## src/rtl/btn_toggle_pulse.sv

```systemverilog
// ---------------------------------------------------------------------------
// btn_toggle_pulse
//
// Purpose:
//   Input conditioning for a pushbutton that drives a synchronous T flip-flop.
//   The raw level is passed through a two-flop synchroniser and then debounced
//   by a four-state FSM. Each accepted press produces exactly one single-cycle
//   T pulse. Releases and long holds never produce a pulse.
//
// Ports:
//   clk          in   system clock, all logic on the rising edge
//   reset        in   synchronous, active-high reset with priority over all logic
//   btn          in   raw asynchronous pushbutton level, 1 = pressed
//   T            out  registered single-cycle toggle pulse
//   stable       out  registered debounced button level
//   press_count  out  pulses emitted so far, modulo 256
//
// Parameters:
//   DEBOUNCE_CYCLES  consecutive identical synchronised samples needed to
//                    accept a level change (2 .. 2**CNT_W - 1)
//   CNT_W            width of the debounce counter
// ---------------------------------------------------------------------------
module btn_toggle_pulse #(
  parameter int DEBOUNCE_CYCLES = 4,
  parameter int CNT_W           = 3
) (
  input  logic       clk,
  input  logic       reset,
  input  logic       btn,
  output logic       T,
  output logic       stable,
  output logic [7:0] press_count
);

  typedef enum logic [1:0] {
    ST_IDLE    = 2'd0,  // debounced level low
    ST_DB_HIGH = 2'd1,  // qualifying a press
    ST_HIGH    = 2'd2,  // debounced level high
    ST_DB_LOW  = 2'd3   // qualifying a release
  } state_t;

  // The counter value on the sample that completes a qualification. The
  // sample that enters a DB_* state is already counted as 1, so the
  // DEBOUNCE_CYCLES-th consistent sample is seen while cnt holds this value.
  localparam logic [CNT_W-1:0] LP_CNT_LAST = CNT_W'(DEBOUNCE_CYCLES - 1);
  localparam logic [CNT_W-1:0] LP_CNT_ONE  = CNT_W'(1);

  // Synchroniser
  logic r_s1;
  logic r_s2;

  // FSM and output registers
  state_t           r_state;
  logic [CNT_W-1:0] r_cnt;
  logic             r_t;
  logic             r_stable;
  logic [7:0]       r_press_count;

  // Next-state values
  state_t           w_state_next;
  logic [CNT_W-1:0] w_cnt_next;
  logic             w_t_next;
  logic             w_stable_next;
  logic [7:0]       w_press_count_next;

  // Two-flop synchroniser; only r_s2 is seen by the FSM.
  always_ff @(posedge clk) begin
    if (reset) begin
      r_s1 <= 1'b0;
      r_s2 <= 1'b0;
    end else begin
      r_s1 <= btn;
      r_s2 <= r_s1;
    end
  end

  // State and registered outputs.
  always_ff @(posedge clk) begin
    if (reset) begin
      r_state       <= ST_IDLE;
      r_cnt         <= '0;
      r_t           <= 1'b0;
      r_stable      <= 1'b0;
      r_press_count <= 8'd0;
    end else begin
      r_state       <= w_state_next;
      r_cnt         <= w_cnt_next;
      r_t           <= w_t_next;
      r_stable      <= w_stable_next;
      r_press_count <= w_press_count_next;
    end
  end

  // Next-state and output decode. T defaults low so that it can only be high
  // for the single cycle following the DB_HIGH -> HIGH transition.
  always_comb begin
    w_state_next       = r_state;
    w_cnt_next         = r_cnt;
    w_t_next           = 1'b0;
    w_stable_next      = r_stable;
    w_press_count_next = r_press_count;

    case (r_state)
      ST_IDLE: begin
        if (r_s2) begin
          w_state_next = ST_DB_HIGH;
          w_cnt_next   = LP_CNT_ONE;
        end else begin
          w_cnt_next   = '0;
        end
      end

      ST_DB_HIGH: begin
        if (!r_s2) begin
          // Bounce: drop back without touching the outputs.
          w_state_next = ST_IDLE;
          w_cnt_next   = '0;
        end else if (r_cnt == LP_CNT_LAST) begin
          w_state_next       = ST_HIGH;
          w_stable_next      = 1'b1;
          w_t_next           = 1'b1;
          w_press_count_next = r_press_count + 8'd1;  // wraps naturally
        end else begin
          w_cnt_next = r_cnt + LP_CNT_ONE;
        end
      end

      ST_HIGH: begin
        if (!r_s2) begin
          w_state_next = ST_DB_LOW;
          w_cnt_next   = LP_CNT_ONE;
        end
      end

      ST_DB_LOW: begin
        if (r_s2) begin
          // Glitch during release: level stays high and no pulse is issued,
          // since the HIGH state has no path back to the pulsing edge.
          w_state_next = ST_HIGH;
          w_cnt_next   = '0;
        end else if (r_cnt == LP_CNT_LAST) begin
          w_state_next  = ST_IDLE;
          w_stable_next = 1'b0;
        end else begin
          w_cnt_next = r_cnt + LP_CNT_ONE;
        end
      end

      default: begin
        w_state_next = ST_IDLE;
        w_cnt_next   = '0;
      end
    endcase
  end

  assign T           = r_t;
  assign stable      = r_stable;
  assign press_count = r_press_count;

endmodule

```

## config.mk

```make
export PLATFORM = sky130hd
export DESIGN_NAME = btn_toggle_pulse
export DESIGN_NICKNAME = d
export VERILOG_FILES = /design/src/rtl/btn_toggle_pulse.sv
export SDC_FILE = /design/constraint.sdc
export NUM_CORES = 1
export LEC_CHECK = 0
export BUFFER_PORTS_ARGS = -buffer_cell sky130_fd_sc_hd__buf_2
export CAP_MARGIN = 20
export CORE_ASPECT_RATIO = 1.2
export CORE_MARGIN = 4
export CORE_UTILIZATION = 44
export DETAILED_ROUTE_END_ITERATION = 8
export GPL_TIMING_DRIVEN = 1
export PLACE_DENSITY = 0.74
export SETUP_SLACK_MARGIN = 0.4
export SLEW_MARGIN = 20
export SYNTH_ARGS = -nofsm -noshare
export SYNTH_HDL_FRONTEND = slang
export SYNTH_SLANG_ARGS = --single-unit
export TNS_END_PERCENT = 100
```

## constraint.sdc

```tcl
create_clock -name clk -period 2.91 [get_ports clk]
set_clock_uncertainty 0.1 [all_clocks]
set_input_delay 0.291 -clock clk [delete_from_list [all_inputs] [get_ports clk]]
set_output_delay 0.291 -clock clk [all_outputs]
set_load 0.1 [all_outputs]
```

==> results.py <==
metrics = {
    "drt": {
        "avgRoutedWirePerCell_um": 13.4,
        "finalWirelength_um": 1550,
        "drtAntennaViolNets": 0,
        "drt_first_pass_iters": 4,
        "drc": 0,
        "drt_iter0_markers": 5,
        "vias": 676,
        "vias_per_cell": 5.83,
    },
    "logic_synthesis": {
        "ys_ff_latch": 17,
        "async_flop_share_pct": 0,
        "synth_ff_type": "dfxtp_1",
        "synth_commonest_cells": "17 x dfxtp_1, 12 x a21oi_1, 6 x nand2_1",
        "synth.distinct_cells": 29,
        "syn_avg_cell_area_um2": 9.07,
        "synth.most_common_cell": "dfxtp_1",
        "synth_area_leaders": "dfxtp_1 43%, a21oi_1 7.6%, o31ai_1 4.8%, or4_1 4.8%, nand3b_1 3.8%",
        "syn_inst": 87,
        "synth_edf_count": 0,
        "synth_top_area_share_pct": 43.1,
        "ys_seq_area_share_pct": 43.1,
        "syn_area_um2": 790,
        "yosysTopAreaCell": "dfxtp_1",
        "syn-num-nets": 92,
        "synth_warnings": 0,
    },
    "sta": {
        "min_period_ns": 1.89,
        "fin_crit_sh_pct": 64.8,
        "setup_tns_ns": 0,
        "setup_viol": 0,
        "hold_slack_ns": 0.100,
        "finalHoldViolations": 0,
        "maxSlewViolCount": 0,
        "rsz0062_at_grt": "no",
        "max_clock_freq_mhz": 530,
        "worst_pin_slew_ns": 0.486,
        "slew-limit-headroom_pct": 67.8,
    },
    "cells_and_area": {
        "multi_input_comb_area_um2": 413,
        "antenna_cells": 0,
        "final_nets": 104,
        "syn2layout_area_growth_pct": 10.3,
        "layout-drive-gt1-share_pct": 20.4,
        "num-fill-cells": 156,
        "seq_area_um2": 340,
    },
    "global_routing": {
        "grt_pass1_vias": 629,
        "grt_overflow": 0,
        "grt_use_total_pct": 15.2,
        "antenna_found_initial": 0,
        "grt_max_degree": 19,
        "grt_pass1_wl_um": 2700,
    },
    "pwr": {
        "swShare_pct": 26.6,
        "powerDensity_mw_per_mm2": 462,
        "pwr-share-clk_pct": 31.6,
        "pwr-share-comb_pct": 8.3,
        "ir_worst_vdd_mv": 0.210,
        "pwr-share-seq_pct": 60.1,
        "p_int_mw": 0.295,
        "power_switching_mw": 0.107,
        "p_leak_nw": 0.315,
    },
    "placement": {
        "portBuffers": 12,
        "gp_congestion": 0.756,
        "dpl.hpwl_um": 1100,
    },
    "floorplanning": {
        "core-area_mm2": 0.00166,
        "initial_core_util_pct": 47.5,
        "chipWidth_um": 46.7,
        "rows": 16,
        "ios": 13,
        "dieHeight_um": 54.4,
        "die-area_mm2": 0.00254,
    },
    "critical_path": {
        "crit_type": "register to register",
        "worstPathArrival_ns": 2.01,
        "critPathTopFamily": "simple AND/OR/NAND/NOR gates",
        "path_buf_inv": 0,
        "crit_path_end_kind": "register",
        "crit_slowest_cell": "or4_1",
        "cp-start-kind": "register",
        "path_max_fanout": 14,
        "slowest_delay_ns": 0.60,
        "crit_chain": "ha_1 -> nand3b_1 -> or4_1 -> a21oi_1",
        "critPathRequiredTime_ns": 3.04,
    },
    "cts": {
        "cts_max_path_buffers": 2,
        "clk_latency_ns": 0.29,
        "clockRootBuffer": "clkbuf_4",
        "post_cts_buffers": 0,
        "path_clk_slew_ns": 0.10,
        "cts_made_buffers": 3,
        "cts_max_level": 1,
        "ctsResizeCount": 0,
        "clock-sinks": 17,
        "cts_hold_buf": 0,
        "cts_tree": "done",
    },
    "outcome": {
        "status": "finished, final reports clean",
    },
    "flow_run": {
        "max_cap_violations": 0,
    },
    "hold_path": {
        "hold_class": "primary input to register",
    },
}
==> area by class of cell <==
cell class / count / share of cell area (%)
repair buffers: 12 / 6.90
clock buffers: 3 / 2.59
clock inverters: 1 / 0.575
inverters: 2 / 0.862
flip-flops and latches: 17 / 39.1
well taps: 18 / 2.59
multi-input cells: 63 / 47.4
==> through the flow <==
| stage | setup slack (ns) | std cells | utilization (%) | instance area [um^2] | total power [mW] |
|---|---|---|---|---|---|
| after floorplan | 0.770 | 87 | - | 790 | 0.275 |
| after global placement | 1.10 | 112 | 50.8 | 843 | 0.280 |
| after detailed placement | 1.04 | 112 | 50.8 | 843 | 0.280 |
| after CTS | 1.02 | 116 | 52.4 | 871 | 0.405 |
| after global routing | 0.866 | 116 | 52.4 | 871 | 0.418 |
| final | 1.02 | 116 | 52.4 | 871 | 0.402 |
==> cells by family after synthesis <==
kind of cell / synth area share (%)
fa+ha+maj: 3.17
simple gates: 27.1
flops: 43.1
xor+xnor: 1.11
compound gates: 20.9
buf+inv: 4.60
==> sequential cells by signal, summed over array words and instances, names as in the netlist, named ones only <==
register / flops
press_count: 8
r_cnt: 3
T: 1
r_s1: 1
r_s2: 1
r_state: 1
stable: 1
==> power by group through the flow <==
stage	clock, mW	combinational [mW]	sequential [mW]
after global routing	0.140	0.0356	0.243
after detailed placement	0	0.0336	0.247
final	0.127	0.0334	0.242
after CTS	0.130	0.0338	0.242
after floorplan	0	0.0123	0.263
after global placement	0	0.0335	0.247
==> routing by layer <==
metal / part of all wire [%] / routed length, um / vias up / GRT usage [%]
li1: - / - / 349 / -
met1: 43 / 666 / 302 / 16.2
met2: 50 / 777 / 21 / 26.6
met3: 5.0 / 78 / 4 / 3.95
met4: 1.9 / 30 / 0 / 8.29
met5: 0 / 0 / - / 0
==> final timing paths <==
kind	startpoint	end	slack, ns	cells past startpoint
hold reg to reg	r_s1$_SDFF_PP0_	r_s2$_SDFF_PP0_	0.35	1
hold / removal	btn	r_s1$_SDFF_PP0_	0.10	2
setup reg to reg	r_cnt[0]$_SDFFE_PP0P_	press_count[3]$_SDFFE_PP0P_	1.02	4
setup / recovery	r_cnt[0]$_SDFFE_PP0P_	press_count[3]$_SDFFE_PP0P_	1.02	4
==> placed cells by master (no fill, tap or decap), types with 2 or more instances in the layout <==
master    count
o21ai_1       2
o31ai_1       5
dfxtp_1      17
ha_1          2
nand3_1       2
nand2_1       6
nor2_1        2
inv_1         2
nor2b_1       3
or4_1         5
clkbuf_4      3
nand4_1       2
o21ai_0       4
a21oi_1      12
and3b_1       2
or3_1         2
nand3b_1      4
buf_2        12
No activity file was read; power rests on OpenSTA's default activity.
